## config.mk

```make
export PLATFORM = sky130hd
export DESIGN_NAME = muldiv_seq
export DESIGN_NICKNAME = d
export VERILOG_FILES = /design/src/rtl/muldiv_seq.sv
export SDC_FILE = /design/constraint.sdc
export NUM_CORES = 1
export LEC_CHECK = 0
export ABC_AREA = 1
export ABC_CLOCK_PERIOD_IN_PS = 4400
export CAP_MARGIN = 20
export CORE_ASPECT_RATIO = 0.9
export CORE_UTILIZATION = 45
export CTS_CLUSTER_SIZE = 16
export DETAILED_ROUTE_END_ITERATION = 10
export SLEW_MARGIN = 20
export SYNTH_ARGS = -nofsm -noshare
export SYNTH_HDL_FRONTEND = slang
export SYNTH_SLANG_ARGS = --single-unit
export TNS_END_PERCENT = 30
```

## constraint.sdc

```tcl
create_clock -name clk -period 4.4 [get_ports clk]
set_input_delay 0.44 -clock clk [delete_from_list [all_inputs] [get_ports clk]]
set_output_delay 0.44 -clock clk [all_outputs]
set_load 0.02 [all_outputs]
```

## src/rtl/muldiv_seq.sv

```systemverilog
// muldiv_seq: multi-cycle multiply/divide sequencer for the HI/LO path.
// A 32-iteration shift-add multiplier and restoring divider share one
// accumulator pair. Both run on operand magnitudes, and the sign is fixed
// up on the last iteration.
// Ports:
//   clk, rst            clock, synchronous active-high reset
//   start, mode         request valid (taken only in IDLE);
//                       mode 00 Mult, 01 Multu, 10 Div, 11 Divu
//   regaData, regbData  multiplicand/dividend, multiplier/divisor
//   cancel              flush; aborts an operation or squashes the write
//   stall, busy         pipeline hold request, state != IDLE
//   done, whi, wlo      one-cycle completion / HI,LO write enables
//   wHiData, wLoData    results, valid only during DONE (0 otherwise)
module muldiv_seq #(
  parameter int DATA_W = 32,
  parameter int CNT_W  = 6
) (
  input  logic              clk,
  input  logic              rst,
  input  logic              start,
  input  logic [1:0]        mode,
  input  logic [DATA_W-1:0] regaData,
  input  logic [DATA_W-1:0] regbData,
  input  logic              cancel,
  output logic              stall,
  output logic              busy,
  output logic              done,
  output logic              whi,
  output logic              wlo,
  output logic [DATA_W-1:0] wHiData,
  output logic [DATA_W-1:0] wLoData
);

  typedef enum logic [1:0] {IDLE, MUL, DIV, DONE} state_t;

  state_t            st;
  logic [CNT_W-1:0]  cnt;
  // MUL: acc_hi = upper product, acc_lo = multiplier shifting out.
  // DIV: acc_hi = remainder,     acc_lo = dividend in / quotient out.
  logic [DATA_W-1:0] acc_hi, acc_lo, opnd;
  logic [DATA_W-1:0] res_hi, res_lo;
  logic              neg_q, neg_r;

  // operand magnitudes (sign only honoured in signed modes)
  logic              a_sgn, b_sgn;
  logic [DATA_W-1:0] a_mag, b_mag;
  assign a_sgn = !mode[0] && regaData[DATA_W-1];
  assign b_sgn = !mode[0] && regbData[DATA_W-1];
  assign a_mag = a_sgn ? -regaData : regaData;
  assign b_mag = b_sgn ? -regbData : regbData;

  // multiply step: 33-bit add keeps the carry, which shifts into the top bit
  logic [DATA_W:0]   mul_sum;
  logic [DATA_W-1:0] mul_hi_n, mul_lo_n;
  assign mul_sum  = {1'b0, acc_hi} + (acc_lo[0] ? {1'b0, opnd} : '0);
  assign mul_hi_n = mul_sum[DATA_W:1];
  assign mul_lo_n = {mul_sum[0], acc_lo[DATA_W-1:1]};

  // restoring divide step on the shifted {rem,quot} pair
  logic [DATA_W:0]   rem_sh, rem_sub;
  logic              div_ge;
  logic [DATA_W-1:0] div_hi_n, div_lo_n;
  assign rem_sh   = {acc_hi, acc_lo[DATA_W-1]};
  assign rem_sub  = rem_sh - {1'b0, opnd};
  assign div_ge   = rem_sh >= {1'b0, opnd};
  assign div_hi_n = div_ge ? rem_sub[DATA_W-1:0] : rem_sh[DATA_W-1:0];
  assign div_lo_n = {acc_lo[DATA_W-2:0], div_ge};

  // sign fixup applied to the final-iteration values
  logic [2*DATA_W-1:0] prod_n, prod_fix;
  logic [DATA_W-1:0]   q_fix, r_fix;
  assign prod_n   = {mul_hi_n, mul_lo_n};
  assign prod_fix = neg_q ? -prod_n : prod_n;
  assign q_fix    = neg_q ? -div_lo_n : div_lo_n;
  assign r_fix    = neg_r ? -div_hi_n : div_hi_n;

  logic last;
  assign last = (cnt == CNT_W'(DATA_W-1));

  always_ff @(posedge clk) begin
    if (rst) begin
      st     <= IDLE;
      cnt    <= '0;
      acc_hi <= '0;
      acc_lo <= '0;
      opnd   <= '0;
      res_hi <= '0;
      res_lo <= '0;
      neg_q  <= 1'b0;
      neg_r  <= 1'b0;
    end else begin
      case (st)
        IDLE: if (start && !cancel) begin
          acc_hi <= '0;
          acc_lo <= a_mag;
          opnd   <= b_mag;
          cnt    <= '0;
          neg_q  <= a_sgn ^ b_sgn;
          neg_r  <= a_sgn;
          if (mode[1] && regbData == '0) begin
            // divide by zero: skip the iterations entirely
            res_hi <= regaData;
            res_lo <= '1;
            st     <= DONE;
          end else begin
            st <= mode[1] ? DIV : MUL;
          end
        end
        MUL: if (cancel) begin
          st <= IDLE;
        end else begin
          acc_hi <= mul_hi_n;
          acc_lo <= mul_lo_n;
          cnt    <= cnt + 1'b1;
          if (last) begin
            res_hi <= prod_fix[2*DATA_W-1:DATA_W];
            res_lo <= prod_fix[DATA_W-1:0];
            st     <= DONE;
          end
        end
        DIV: if (cancel) begin
          st <= IDLE;
        end else begin
          acc_hi <= div_hi_n;
          acc_lo <= div_lo_n;
          cnt    <= cnt + 1'b1;
          if (last) begin
            res_hi <= r_fix;
            res_lo <= q_fix;
            st     <= DONE;
          end
        end
        DONE:    st <= IDLE;  // start here is deliberately dropped
        default: st <= IDLE;
      endcase
    end
  end

  // stall covers the accept cycle combinationally and drops in DONE so the
  // instruction advances together with the HI/LO write
  assign stall   = (st == IDLE && start && !cancel) || st == MUL || st == DIV;
  assign busy    = (st != IDLE);
  assign done    = (st == DONE) && !cancel;
  assign whi     = done;
  assign wlo     = done;
  assign wHiData = (st == DONE) ? res_hi : '0;
  assign wLoData = (st == DONE) ? res_lo : '0;

endmodule

```

# Yosys cells after proc, flatten, opt, wreduce, memory -nomap -nowiden

Cells that the tools add are included.

Flip-flop bits (word level): 170
Input bits: 70

Add/subtract/negate cells: 8
$lt $le $gt $ge: 1
Eq/ne operators: 12
Mux-type cells: 40
Bitwise logic cells: 1
Reductions and logical operators: 22

Operators with widths:

| cell                                                   | number |
|---|---|
| 2-to-1 mux 32 bit                                      | 26 |
| case mux 32 bit (3 select lines)                       | 4 |
| negation 32 bit                                        | 4 |
| 2-to-1 mux 64 bit                                      | 1 |
| negation 64 bit                                        | 1 |
| adder 32 x 32 -> 33 bit                                | 1 |
| greater-or-equal comparator 33 x 32 -> 1 bit           | 1 |
| logical NOT 32 bit                                     | 1 |
| subtractor 32 bit                                      | 1 |
| inequality test 2 bit (second input constant)          | 7 |
| 2-to-1 mux 6 bit                                       | 2 |
| case mux 6 bit (2 select lines)                        | 1 |
| 2-to-1 mux 2 bit                                       | 5 |
| logical AND 1 bit                                      | 7 |
| AND reduction 7 bit                                    | 1 |
| adder 6 x 1 -> 6 bit (second input constant)           | 1 |
| equality test 6 x 5 -> 1 bit (second input constant)   | 1 |
| case mux 2 bit (3 select lines)                        | 1 |
| equality test 2 bit (second input constant)            | 2 |
| AND reduction 2 bit                                    | 2 |
| AND reduction 4 bit                                    | 1 |
| nonzero test 2 bit                                     | 2 |
| inequality test 3 x 1 -> 1 bit (second input constant) | 1 |
| AND reduction 3 bit                                    | 1 |
| other kinds (7)                                        | 9 |

# Longest topological paths before layout

Gate-level depths: netlist of the first run.

Word-level depth: 7
Mapped depth: 28
Depth with buffers taken out: 28

# Worst setup path after synthesis of the first run

OpenSTA, ideal clock, no wires.

Path type: register to register
Start point: reg acc_lo[0]
End point: reg res_hi[25]
Library setup time: 0.132 ns
Arrival: 3.145 ns
Data required time: 4.268 ns
Setup slack: 1.123 ns
Cell stages (with the launch flop): 23
Period minus slack after synthesis: 3.277 ns
Cell sequence: dfxtp_1 -> clkbuf_1 -> clkbuf_1 -> nand2_1 -> inv_1 -> ha_1 -> fa_1 -> nand3_1 -> nand2_1 -> a21boi_2 -> o21ai_1 -> xor2_1 -> nand3_1 -> nor2_1 -> nand2_1 -> nor2_2 -> nand3_1 -> nand2_1 -> nand2_1 -> nand3_1 -> nand3_1 -> nand2_1 -> a21oi_2

Longest elaborated chain between the ends: 7

RTL lines:

| item                               | line | text |
|---|---|---|
| from (decl)                        | 40   | `logic [DATA_W-1:0] acc_hi, acc_lo, opnd;` |
| from (signal assigned)             | 95   | `acc_lo <= a_mag;` |
| from (signal assigned)             | 113  | `acc_lo <= mul_lo_n;` |
| from (signal assigned)             | 125  | `acc_lo <= div_lo_n;` |
| 2-to-1 mux 32 bit *                | 55   | `assign mul_sum = {1'b0, acc_hi} + (acc_lo[0] ? {1'b0, opnd} : '0);` |
| adder 32 x 32 -> 33 bit *          | 55   |  |
| negation 64 bit                    | 73   | `assign prod_fix = neg_q ? -prod_n : prod_n;` |
| 2-to-1 mux 64 bit *                | 73   |  |
| 2-to-1 mux 32 bit *                | 115  | `if (last) begin` |
| 2-to-1 mux 32 bit *                | 109  | `MUL: if (cancel) begin` |
| case mux 32 bit (3 select lines) * | 92   | `case (st)` |
| to (signal assigned)               | 102  | `res_hi <= regaData;` |
| to (signal assigned)               | 116  | `res_hi <= prod_fix[2*DATA_W-1:DATA_W];` |
| to (signal assigned)               | 128  | `res_hi <= r_fix;` |
| to (decl)                          | 41   | `logic [DATA_W-1:0] res_hi, res_lo;` |

Mark *: on every way between the ends. The rest lies on a longest branch, timed or not. The select of a mux whose other input is x is not followed.
A chain may end at the register's enable or synchronous reset.

# Worst setup path in the final report of the first run

Start point: reg opnd[10]
End point: reg res_hi[22]

Longest elaborated chain between the ends: 7

RTL lines:

| item                                                         | line     | text |
|---|---|---|
| from (decl)                                                  | 40       |  |
| from (signal assigned)                                       | 96       | `opnd <= b_mag;` |
| 2-to-1 mux 32 bit, or another cell as far along              | 55       |  |
| adder 32 x 32 -> 33 bit or 2-to-1 mux 32 bit (tied branches) | 55, 66   |  |
| negation 64 bit or negation 32 bit (tied branches)           | 73, 75   |  |
| 2-to-1 mux 64 bit or 2-to-1 mux 32 bit (tied branches)       | 73, 75   |  |
| 2-to-1 mux 32 bit, on equally long branches                  | 115, 127 |  |
| 2-to-1 mux 32 bit, on equally long branches                  | 109, 121 |  |
| case mux 32 bit (3 select lines) *                           | 92       |  |

Marks and branches as above.

==> metrics.md, run 1 <==
| Metric | Value |
|---|---|
| Outcome | finished, final reports clean |
| Drt first pass iters | 6 |
| Setup TNS | 0 ns |
| Grt peak-use layer | met1 |
| Die area | 42490 um2 |
| Fin crit share | 95.73% |
| Gr ovfl total | 0 |
| Most common cell after layout, fill and taps aside | nand2_1 |
| R2R depth | 25 |
| Clk Latency, worst-skew pair | 0.48 ns |
| CP Capture Type | flop |
| CP Class | reg -> reg |
| Max-slew violations | 0 |
| Share of layout cells above drive strength 1 | 6.323% |
| Initial core utilization | 45.94% |
| Multi-input logic area | 12780 um2 |
| Async SR Flop Fraction | 0% |
| Detailed Place HPWL | 68.06 mm |
| Hold EP | cnt[5]$_SDFFE_PP0P_ |
| CP Data Arrival Time | 4.62 ns |
| Fill cell count | 4446 |
| Static Leak | 10.79 nW |
| Global Route Usage Sum | 39.66% |
| Post-synth EDFFs | 0 |
| CORE AREA | 40810 um2 |
| R2r endpoint | res_hi[22]$_SDFFE_PP0P_ |
| Antenna cells | 0 |
| Critical path fanouts, max | 15 |
| Via count | 23630 |
| M3 GR Usage | 12.53% |
| Iteration-0 DRC Markers | 3392 |
| Hold path start | cnt[5]$_SDFFE_PP0P_ |
| Worst-path clk slew | 0.08 ns |
| Met2 Resource Use GR | 53.41% |
| Cells resized by post-CTS repair | 0 |
| First-pass GRT wire length | 128.3 mm |
| Routability cong. | 1.039 |
| I/O pin cnt | 139 |
| Avg Cell Area, Syn | 5.530 um2 |
| Worst flop-to-flop path startpoint | opnd[10]$_SDFFE_PP0P_ |
| DIE HEIGHT | 195.7 um |
| Slew headroom | 45.42% |
| Max H-tree Level | 4 |
| Clock root buffer | clkbuf_16 |
| Die width | 217.2 um |
| Port bufs | 138 |
| Synth top area share | 19.14% |
| Synth Flop Type | dfxtp_1 |
| Synthesis-to-finish area growth | 14.73% |
| Post-route insts no fill | 4035 |
| Synth area leaders | nand2_1 (19%), dfxtp_1 (18%), inv_1 (10%) |
| WHS | 0.4718 ns |
| Row cnt | 70 |
| Via density per instance | 5.855 |
| Max_cap viols | 0 |
| Clock buffer depth | 2 |
| Post-DR wirelength/cell | 21.18 um |
| Yosys Warn Count | 0 |
| Mapped Cells | 3391 |
| DRC violations left | 0 |
| Net count after synthesis | 3538 |
| Initial antenna violation count | 2 |
| Post-Syn Area | 18750 um2 |
| Max VDD drop | 568.2 uV |
| Hold Buf Count CTS | 0 |
| Worst setup SP type | flop |
| DRT Wirelength | 85.44 mm |
| Commonest cells after routing, fill and taps aside | nand2_1 (956), inv_1 (505), nor2_1 (371), o21ai_0 (230), a21oi_1 (225) |
| Hold path depth | 2 |
| Critical Path RT | 4.81 ns |
| Post-route ant nets | 0 |
| FF-to-FF setup slack | 0.19 ns |
| Largest net degree at the start of global routing | 66 |
| RSZ-0062 raised after global routing | false |
| Clk_skew | 0.01380 ns |
| TritonCTS buffer count | 17 |
| Vias in the first global route | 21040 |
| Cell variety after synth | 61 |
| Worst Hold Class | reg -> reg |
| TritonCTS clock tree | yes |
| GR Layer Usage met1 | 60.11% |
| Storage element area | 3405 um2 |
| Area leader, netlist | nand2_1 |
| Post-CTS setup buffers | 0 |
| FF+latch count, synth | 170 |
| DP Cell Count | 4003 |
| Fmax | 237.4 MHz |
| Total power draw | 0.01219 W |
| Slew @ Worst Pin | 0.8085 ns |
| Final Hold Viols | 0 |
| Final min period | 4.212 ns |
| Final nets | 3629 |
| Pwr dens | 566.7 nW/um2 |
| Fraction of the yosys area taken by sequential cells | 18.15% |
| Final setup violation count | 0 |
| Clock Sinks | 170 |
[metal layers]
layer | routed length, um | part of all wire [%]
met2 | 32550 | 38
met1 | 39920 | 47
met5 | 21 | 0.025
met3 | 11380 | 13
met4 | 1571 | 1.8
[synth_stat cells (all sizes together), types with 7 or more instances]
library cell,count
o21ai,248
and2,9
nor2,393
nand4,48
xor2,40
xnor2,16
a221oi,21
o211ai,31
a31oi,35
nand3b,14
or2,8
dfxtp,170
a211oi,10
clkbuf,111
o22ai,17
inv,525
o21bai,13
nor3,57
o221ai,14
nand2,986
nor4,17
buf,38
nand3,216
a21oi,227
ha,75
o311ai,7
[worst max-delay path, stage by stage, from the launching register on]
cell and delay, ns:
dfxtp_1 0.40, inv_1 0.06, ha_1 0.36, nand2_1 0.14, nor2_2 0.24, nand2_1 0.18
nor2_4 0.19, nand2_2 0.09, nor2_4 0.14, nor2_8 0.09, nand2_8 0.19, nand2_1 0.13
o21ai_4 0.12, ha_1 0.25, nand3_1 0.13, nor2_4 0.16, nand2_1 0.08, inv_1 0.26
nand3_1 0.13, nand2_1 0.08, nand2_1 0.05, nand2_1 0.05, nand3_1 0.09, o21ai_1 0.22
nand2_1 0.14, a21oi_1 0.14
[worst max path at each step]
stage,startpoint,endpoint,slack [ns],cells past startpoint
3_5_place_dp,opnd[8]$_SDFFE_PP0P_,res_hi[24]$_SDFFE_PP0P_,0.31,25
6_report,opnd[10]$_SDFFE_PP0P_,res_hi[22]$_SDFFE_PP0P_,0.19,25
3_3_place_gp,opnd[7]$_SDFFE_PP0P_,res_hi[24]$_SDFFE_PP0P_,0.39,25
5_1_grt,opnd[23]$_SDFFE_PP0P_,res_hi[24]$_SDFFE_PP0P_,0.05,25
4_1_cts,opnd[7]$_SDFFE_PP0P_,res_hi[22]$_SDFFE_PP0P_,0.28,25
2_1_floorplan,acc_lo[0]$_SDFFE_PP0P_,res_hi[25]$_SDFFE_PP0P_,1.12,22
[sequential cells by signal (all words and copies together), names as in the netlist]
register and flops:
acc_hi 32, acc_lo 32, opnd 32, res_hi 32, res_lo 32, cnt 6, st 2, neg_q 1
neg_r 1
[final cells by class]
class / count / share of cell area, %
Tap cell: 540 / 3.141
Multi-Input combinational cell: 2544 / 59.40
Timing Repair Buffer: 221 / 9.655
Sequential cell: 170 / 15.83
Inverter: 528 / 9.224
Clock buffer: 20 / 2.123
Clock inverter: 12 / 0.6339
[cells by family after synthesis]
kind of cell | after synthesis | share of synthesized area (%)
AO/OA/AOI/OAI | 658 | 20.29
XOR/XNOR | 56 | 2.616
adder cells (fa/ha/maj) | 77 | 5.218
buffers and inverters | 677 | 13.96
flip-flops | 170 | 18.15
AND/OR/NAND/NOR | 1753 | 39.77
[power breakdown]
part           total, W  internal [W]  switching, W
Sequential      0.00255       0.00198      0.000566
Clock           0.00164      0.000875      0.000768
Combinational   0.00800       0.00229       0.00571
[through the flow]
stage	setup slack, ns	instance area [um2]	utilization [%]
4_1_cts	0.2819	21490	52.66
6_report	0.1881	21510	52.71
3_3_place_gp	0.3863	20900	51.21
3_5_place_dp	0.3116	20900	51.21
5_1_grt	0.05345	21510	52.71
2_1_floorplan	1.123	18750	-
Note: power is estimated with default switching activity, not from simulation.
==> inputs of run 2 (changes only) <==
--- a/config.mk
+++ b/config.mk
@@ -12,6 +12,7 @@
 export CORE_UTILIZATION = 45
 export CTS_CLUSTER_SIZE = 16
 export DETAILED_ROUTE_END_ITERATION = 10
+export SKIP_LAST_GASP = 1
 export SLEW_MARGIN = 20
 export SYNTH_ARGS = -nofsm -noshare
 export SYNTH_HDL_FRONTEND = slang
==> run 2 against run 1 <==
Via count decreased by 0.66%. Final area about the same. Global-route usage is the same. Die area is the same. Clock skew rose by 0.0010 ns. First-iteration DRC count fell by 0.24%. Hold slack about the same. Clock-buffer cell count unchanged. Critical path depth stayed put. Total power is 0.16% lower. Sequential cell count stayed put. Routed wire length about the same. Largest power group unchanged.
==> metrics.md, run 2 (same netlist as run 1, synthesis figures left out) <==
| Metric | Value |
|---|---|
| Outcome | finished, final reports clean |
| Detailed Place HPWL | 68.06 mm (unchanged) |
| Max-slew violations | 0 (unchanged) |
| Post-route insts no fill | 4036 (+0.025%) |
| DRC violations left | 0 (unchanged) |
| Post-route ant nets | 0 (unchanged) |
| Pwr dens | 565.8 nW/um2 (-0.15%) |
| DRT Wirelength | 85.39 mm (about the same) |
| Initial core utilization | 45.94% (unchanged) |
| CP Class | reg -> reg |
| Via count | 23470 (-0.66%) |
| Iteration-0 DRC Markers | 3384 (-0.24%) |
| I/O pin cnt | 139 (unchanged) |
| Final setup violation count | 0 (unchanged) |
| Cells resized by post-CTS repair | 0 (unchanged) |
| Clock Sinks | 170 (unchanged) |
| Worst setup SP type | flop |
| TritonCTS clock tree | yes |
| Clock root buffer | clkbuf_16 |
| Static Leak | 10.79 nW (about the same) |
| Post-DR wirelength/cell | 21.16 um (about the same) |
| Row cnt | 70 (unchanged) |
| Final nets | 3629 (unchanged) |
| Post-CTS setup buffers | 0 (unchanged) |
| Worst flop-to-flop path startpoint | opnd[23]$_SDFFE_PP0P_ |
| Final Hold Viols | 0 (unchanged) |
| Storage element area | 3405 um2 (unchanged) |
| Clock buffer depth | 2 (unchanged) |
| Max H-tree Level | 4 (unchanged) |
| DP Cell Count | 4003 (unchanged) |
| Clk Latency, worst-skew pair | 0.48 ns (about the same) |
| CP Data Arrival Time | 4.62 ns (about the same) |
| Worst-path clk slew | 0.08 ns (about the same) |
| Final min period | 4.213 ns (+0.0008700 ns) |
| RSZ-0062 raised after global routing | true |
| Most common cell after layout, fill and taps aside | nand2_1 |
| Fill cell count | 4447 (+0.022%) |
| Max VDD drop | 571.6 uV (+0.60%) |
| CORE AREA | 40810 um2 (unchanged) |
| Drt first pass iters | 6 (unchanged) |
| Hold Buf Count CTS | 0 (unchanged) |
| Slew @ Worst Pin | 0.8562 ns (+0.04770 ns) |
| Die area | 42490 um2 (unchanged) |
| Clk_skew | 0.01485 ns (+0.001047 ns) |
| CP Capture Type | flop |
| Critical path fanouts, max | 15 (unchanged) |
| Fin crit share | 95.75% (about the same) |
| WHS | 0.4718 ns (-0.00003800 ns) |
| Synthesis-to-finish area growth | 14.71% (about the same) |
| Via density per instance | 5.815 (-0.68%) |
| Max_cap viols | 0 (unchanged) |
| DIE HEIGHT | 195.7 um (unchanged) |
| First-pass GRT wire length | 128.3 mm (unchanged) |
| Die width | 217.2 um (unchanged) |
| Fmax | 237.4 MHz (about the same) |
| Share of layout cells above drive strength 1 | 6.323% (unchanged) |
| Global Route Usage Sum | 39.66% (unchanged) |
| Largest net degree at the start of global routing | 66 (unchanged) |
| Slew headroom | 42.20% (-3.2 points) |
| Port bufs | 138 (unchanged) |
| Initial antenna violation count | 2 (unchanged) |
| TritonCTS buffer count | 17 (unchanged) |
| Commonest cells after routing, fill and taps aside | nand2_1 (956), inv_1 (505), nor2_1 (371), o21ai_0 (230), a21oi_1 (225) |
| Gr ovfl total | 0 (unchanged) |
| Vias in the first global route | 21040 (unchanged) |
| Critical Path RT | 4.80 ns (about the same) |
| Critical path launch point | opnd[23]$_SDFFE_PP0P_ |
| Multi-input logic area | 12770 um2 (about the same) |
| Routability cong. | 1.039 (unchanged) |
| Worst Hold Class | reg -> reg |
| Hold path start | cnt[5]$_SDFFE_PP0P_ |
## run 2: cell count changes in the layout (fill, tap and decap cells not counted)
cell / change
nor2_4: -1
diode_2: +1
nor2_2: +1
## run 2: path summary, 6_finish.rpt
kind	slack (ns)	end	cells past startpoint
setup / recovery	0.19	res_hi[22]$_SDFFE_PP0P_	25
hold / removal	0.47	cnt[5]$_SDFFE_PP0P_	2
setup reg to reg	0.19	res_hi[22]$_SDFFE_PP0P_	25
hold reg to reg	0.47	cnt[5]$_SDFFE_PP0P_	2
## run 2: worst max-delay path: stages (launching register included)
cell and delay (ns):
dfxtp_1 0.40, inv_1 0.06, ha_1 0.39, nand2_2 0.11, nor2_2 0.29, nand2_2 0.12
nor2_4 0.19, nand2_2 0.09, nor2_4 0.14, nor2_8 0.09, nand2_8 0.19, nand2_1 0.13
o21ai_4 0.12, ha_1 0.25, nand3_1 0.13, nor2_4 0.16, nand2_1 0.08, inv_1 0.26
nand3_1 0.13, nand2_1 0.08, nand2_1 0.04, nand2_1 0.05, nand3_1 0.09, o21ai_1 0.22
nand2_1 0.14, a21oi_1 0.14
## run 2: metal layers
layer	wire length, um	share of wire, %	track usage [%]
met1	39960	47	60.11
met2	32360	38	53.41
met3	11360	13	12.53
met4	1685	2.0	8.190
met5	21	0.025	0
## run 2: area by class of cell
| class | instances | area share (%) |
|---|---|---|
| tap | 540 | 3.141 |
| inverter | 528 | 9.225 |
| timing repair buffer | 221 | 9.656 |
| antenna | 1 | 0.01163 |
| multi-input combinational | 2544 | 59.38 |
| clock inverter | 12 | 0.6340 |
| clock buffer | 20 | 2.123 |
| sequential | 170 | 15.83 |
## run 2: report_power, final
part           switching (W)  internal, W  total [W]
sequential          0.000563      0.00198    0.00254
clock               0.000768     0.000875    0.00164
combinational        0.00570      0.00228    0.00799
total                0.00703      0.00514     0.0122
## run 2: stage by stage
stage	util (%)	TNS (ns)	worst slack, ns	instance area (um2)	total power [W]
4_1_cts	52.66	0	0.2819	21490	0.01174
2_1_floorplan	-	0	1.123	18750	0.007410
6_report	52.70	0	0.1872	21510	0.01217
5_1_grt	52.70	-0.03373	-0.03373	21510	0.01286
3_3_place_gp	51.21	0	0.3863	20900	0.01002
3_5_place_dp	51.21	0	0.3116	20900	0.01009
